**src/rtl/fetch_queue.sv**
```systemverilog
// ============================================================================
// fetch_queue : DEPTH-entry circular IF/ID instruction queue with stall/flush bubble.
// Optional FETCHQ_PERF_EN adds saturating stall/flush counters.   Rev 1.0
// ============================================================================
`default_nettype none

module fetch_queue #(
    parameter int N     = 64,
    parameter int IW    = 32,
    parameter int DEPTH = 4,
    parameter int OPW   = 11,
    localparam int CW   = $clog2(DEPTH + 1)
) (
    input  logic            clk,
    input  logic            reset,
    input  logic            flush,
    input  logic            in_valid,
    output logic            in_ready,
    input  logic [N-1:0]    in_pc,
    input  logic [IW-1:0]   in_instr,
    input  logic            out_enable,
    output logic            out_valid,
    output logic [N-1:0]    out_pc,
    output logic [IW-1:0]   out_instr,
    output logic [OPW-1:0]  out_opcode,
    output logic [CW-1:0]   count
`ifdef FETCHQ_PERF_EN
    ,
    output logic [31:0]     stall_cnt,
    output logic [31:0]     flush_cnt
`endif
);

    localparam int PW = (DEPTH > 1) ? $clog2(DEPTH) : 1;
    localparam logic [PW-1:0] c_last_ptr = PW'(DEPTH - 1);
    localparam logic [CW-1:0] c_full     = CW'(DEPTH);

    logic [N-1:0]  r_mem_pc    [DEPTH];
    logic [IW-1:0] r_mem_instr [DEPTH];
    logic [PW-1:0] r_rd_ptr;
    logic [PW-1:0] r_wr_ptr;
    logic [CW-1:0] r_count;

    logic w_push;
    logic w_pop;

    function automatic logic [PW-1:0] next_ptr(input logic [PW-1:0] p);
        return (p == c_last_ptr) ? '0 : p + PW'(1);
    endfunction

    assign in_ready  = (r_count != c_full);
    assign out_valid = (r_count != '0) & ~flush;
    assign w_push    = in_valid & in_ready & ~flush;
    assign w_pop     = out_valid & out_enable & ~flush;

    // Head is read straight from storage; an empty or flushing queue shows a bubble.
    assign out_pc     = out_valid ? r_mem_pc[r_rd_ptr]    : '0;
    assign out_instr  = out_valid ? r_mem_instr[r_rd_ptr] : '0;
    assign out_opcode = out_instr[IW-1:IW-OPW];
    assign count      = r_count;

    always_ff @(posedge clk) begin
        if (!reset) begin
            r_rd_ptr <= '0;
            r_wr_ptr <= '0;
            r_count  <= '0;
        end else if (flush) begin
            r_rd_ptr <= '0;
            r_wr_ptr <= '0;
            r_count  <= '0;
        end else begin
            if (w_push) begin
                r_wr_ptr <= next_ptr(r_wr_ptr);
            end
            if (w_pop) begin
                r_rd_ptr <= next_ptr(r_rd_ptr);
            end
            case ({w_push, w_pop})
                2'b10:   r_count <= r_count + CW'(1);
                2'b01:   r_count <= r_count - CW'(1);
                default: r_count <= r_count;
            endcase
        end
    end

    always_ff @(posedge clk) begin
        if (reset && w_push) begin
            r_mem_pc[r_wr_ptr]    <= in_pc;
            r_mem_instr[r_wr_ptr] <= in_instr;
        end
    end

`ifdef FETCHQ_PERF_EN
    always_ff @(posedge clk) begin
        if (!reset) begin
            stall_cnt <= '0;
            flush_cnt <= '0;
        end else begin
            if (out_valid && !out_enable && (stall_cnt != 32'hFFFF_FFFF)) begin
                stall_cnt <= stall_cnt + 32'd1;
            end
            if (flush && (flush_cnt != 32'hFFFF_FFFF)) begin
                flush_cnt <= flush_cnt + 32'd1;
            end
        end
    end
`endif

endmodule

`default_nettype wire

```
**config.mk**
```make
export PLATFORM = sky130hd
export DESIGN_NAME = fetch_queue
export DESIGN_NICKNAME = d
export VERILOG_FILES = /design/src/rtl/fetch_queue.sv
export SDC_FILE = /design/constraint.sdc
export NUM_CORES = 1
export LEC_CHECK = 0
export ABC_CLOCK_PERIOD_IN_PS = 10300
export CAP_MARGIN = 40
export CORE_MARGIN = 1.5
export CORE_UTILIZATION = 59
export DETAILED_ROUTE_END_ITERATION = 7
export PLACE_DENSITY = 0.93
export RECOVER_POWER = 50
export SLEW_MARGIN = 20
export SYNTH_ARGS = -nofsm -noshare
export SYNTH_HDL_FRONTEND = slang
export SYNTH_SLANG_ARGS = --single-unit
```
**constraint.sdc**
```tcl
create_clock -name clk -period 10.3 [get_ports clk]
set_clock_uncertainty 0.15 [all_clocks]
set_input_delay 2.06 -clock clk [delete_from_list [all_inputs] [get_ports clk]]
set_output_delay 2.06 -clock clk [all_outputs]
set_load 0.02 [all_outputs]
```
==> qor.yml <==
synth:
  synth_flop_cell: "edfxtp_1"
  post_synth_num_cell_types: 29
  async_reset_ff_share_pct: 0
  synth_top_cell_area_share_pct: 76.51
  synth-warning-count: 0
  mappedNetlistNets: 782
  largest_cells_by_area_after_synthesis: "edfxtp_1 77%, mux4_2 14%, and2_1 4.0%, dfxtp_1 1.2%, buf_4 0.55%"
  synth.largest_area_cell: "edfxtp_1"
  synth.cell_area_um2: 15070
  ys_seq_area_share_pct: 77.70
  synth_enable_flop_cells: 384
  synth-seq-cells: 393
  synth_cells: 674
  syn_avg_cell_area_um2: 22.36
critical_path:
  worst_ep_arrival_time_ps: 4550
  path_max_fanout: 54
  crit_path_start_kind: "input port"
  worstReg2RegStart: "count[1]$_SDFFE_PP0P_"
  rr_worst_depth: 5
  critPathKind: "input port to primary output"
  crit_end: "out_opcode[1]"
  r2r_slack_ps: 6610
  timing.critical_path.from: "flush"
  crit_path_end_kind: "primary output"
  worst-endpoint-required_ps: 8090
  regToRegEndpoint: "r_mem_instr[0][13]$_DFFE_PP_"
die:
  floorplan.die.width_um: 162.8
  start_util_pct: 60.03
  std_cell_rows: 58
  die_area_um2: 26510
  ioPinCount: 213
  die_y_um: 162.8
  core_area_um2: 25110
cts:
  clock_latency_ps: 510
  clock_tree_from_tritoncts: "built"
  clock-sinks: 393
  tritoncts.num_buffers: 39
  clk_pin_slew_ps: 60
  cts_setup_buffers: 0
  clk_root_buffer_cell: "clkbuf_16"
  htree_num_levels: 2
  cts_hold_buf: 0
  max-clock-path-buffers: 3
  ctsResizeCount: 0
layout:
  nNetsFinal: 1003
  area.growth.synth_to_final_pct: 24.56
  seqCellArea_um2: 11720
  final_layout_size_suffix_gt1_share_pct: 18.11
  finalNonFillerCells: 1259
  multi_input_comb_area_um2: 3069
  nFillCells: 1388
global_routing:
  first_global_vias: 7750
  number_of_antenna_violations_at_the_first_check_in_global_routing: 8
  global_route.usage.total_pct: 22.23
  global_route.overflow_total: 0
  global_route_wire_length_before_repair_um: 43920
  grt_max_degree: 55
timing:
  worst_slew_margin_rel_pct: -7.089
  timing.final.crit_period_ps: 6757
  setup-violations-final: 0
  timing.final.hold_violations: 0
  period_share_pct: 65.60
  worst_slew_pin_slew_ps: 1606
  timing.final.ws_setup_ps: 3543
  timing.fmax_mhz: 148.0
  rsz_0062_raised_after_global_routing: "no"
  setup-tns-final_ps: 0
  final_max_slew_viol_count: 95
power:
  vdd.ir_drop.worst_uv: 257.1
  ratio_of_total_power_to_cell_area_nw_per_um2: 172.8
  total_leakage_power_nw: 5.927
placement:
  placement.io_buffers: 212
  place_inst: 1184
  hpwlAfterDp_um: 17110
  globalplace.congestion: 0.7390
  pre_cts_setup_slack_ps: 3619
route:
  initialDrtViolationCount: 551
  detail-route-antenna-nets: 0
  wl_um: 28580
  drc: 0
  pre_antenna_drt_iters: 5
  via_count: 7256
  viasPerCell: 5.763
  wire_per_inst_um: 22.70
min_path:
  worst_hold_path_type: "flop to flop"
run:
  number_of_max_cap_violations: 3
status:
  outcome: "finished with violations"
  failed_checks: "max-capacitance violations, max-slew violations"
==> placed cells by master, fill, tap and decap left out, drive strengths merged <==
cell type,count
a21oi,2
clkinvlp,3
and3,4
clkinv,11
bufinv,3
or3b,1
ha,6
edfxtp,384
diode,7
nor2,4
nor2b,2
clkdlybuf4s50,113
xor2,2
and3b,1
and2,97
o31ai,2
nand2,3
mux4,96
mux2i,2
fa,1
clkbuf,50
nand2b,2
nand4,2
inv,6
or3,3
buf,13
dfxtp,9
o21ai,1
dlygate4sd3,99
==> state kept, by name, indices dropped and copies added, names as in the netlist, named ones only <==
| name | cells |
|---|---|
| count | 3 |
| r_mem_instr | 128 |
| r_mem_pc | 256 |
| r_rd_ptr | 2 |
| r_wr_ptr | 2 |
==> worst max-delay path: stages <==
cell and delay, ps:
dlygate4sd3_1 620, nor2b_4 320, buf_12 230, buf_4 420, and2_1 230, clkdlybuf4s50_1 630
==> synth_stat cells (2+ instances only) <==
master and instances:
buf_4 11, inv_1 5, and3_1 4, ha_1 6, nand2b_1 2, or3_1 3
mux2i_1 2, buf_6 5, buf_2 11, edfxtp_1 384, o31ai_1 2, dfxtp_1 9
nand2_1 3, mux4_2 96, nor2_1 4, xor2_1 2, a21oi_1 2, and2_1 96
nand4_1 2, clkbuf_1 16
==> power breakdown <==
group          total, mW  leakage, nW  switching (mW)  internal [mW]
registers           1.78         3.54         0.00483           1.77
clock network       1.35        0.595           0.552          0.803
logic              0.113         1.79          0.0558         0.0574
==> worst min-delay path by stage <==
stage	startpoint	end	slack (ps)	cells after the start
after floorplan	r_rd_ptr[1]$_SDFFE_PP0P_	flop	300	2
after global placement	r_rd_ptr[1]$_SDFFE_PP0P_	flop	320	2
after detailed placement	r_rd_ptr[0]$_SDFFE_PP0P_	flop	350	2
after CTS	r_rd_ptr[1]$_SDFFE_PP0P_	flop	360	2
after global routing	r_rd_ptr[1]$_SDFFE_PP0P_	flop	400	2
final	r_rd_ptr[0]$_SDFFE_PP0P_	flop	360	2
==> layout make-up <==
type | instances | area share (%)
antenna | 7 | 0.09331
inverter | 5 | 0.09997
timing repair buffer | 225 | 12.26
clock buffer | 50 | 5.645
tap | 330 | 2.199
sequential | 393 | 62.42
clock inverter | 18 | 0.9264
multi-input combinational | 231 | 16.35
==> cells by family (layout without fill, tap and decap cells) <==
group | Yosys count | after routing | share of synthesized area, %
other cells | 0 | 7 | 0
mux | 98 | 98 | 14.48
compound gates | 5 | 5 | 0.1992
fa+ha+maj | 7 | 7 | 0.6309
xor+xnor | 2 | 2 | 0.1162
buf+inv | 50 | 298 | 1.967
simple gates | 119 | 119 | 4.906
flops | 393 | 393 | 77.70
==> through the flow <==
| step | utilization [%] | cell area (µm²) | power (mW) | hold WS [ps] |
|---|---|---|---|---|
| after floorplan | - | 15070 | 1.853 | 303.9 |
| after global placement | 69.33 | 17410 | 1.923 | 320.4 |
| after detailed placement | 69.84 | 17540 | 1.931 | 350.7 |
| after CTS | 74.76 | 18770 | 3.272 | 361.0 |
| after global routing | 74.74 | 18770 | 3.343 | 396.6 |
| final | 74.77 | 18770 | 3.245 | 360.4 |
==> routing by layer <==
layer	wire (µm)	global-route usage (%)	vias up
met5	27	0	-
met1	11150	28.75	3735
li1	-	-	3185
met2	14640	37.27	283
met3	2272	6.494	49
met4	487	5.963	4
Note: power is estimated with default switching activity, not from simulation.
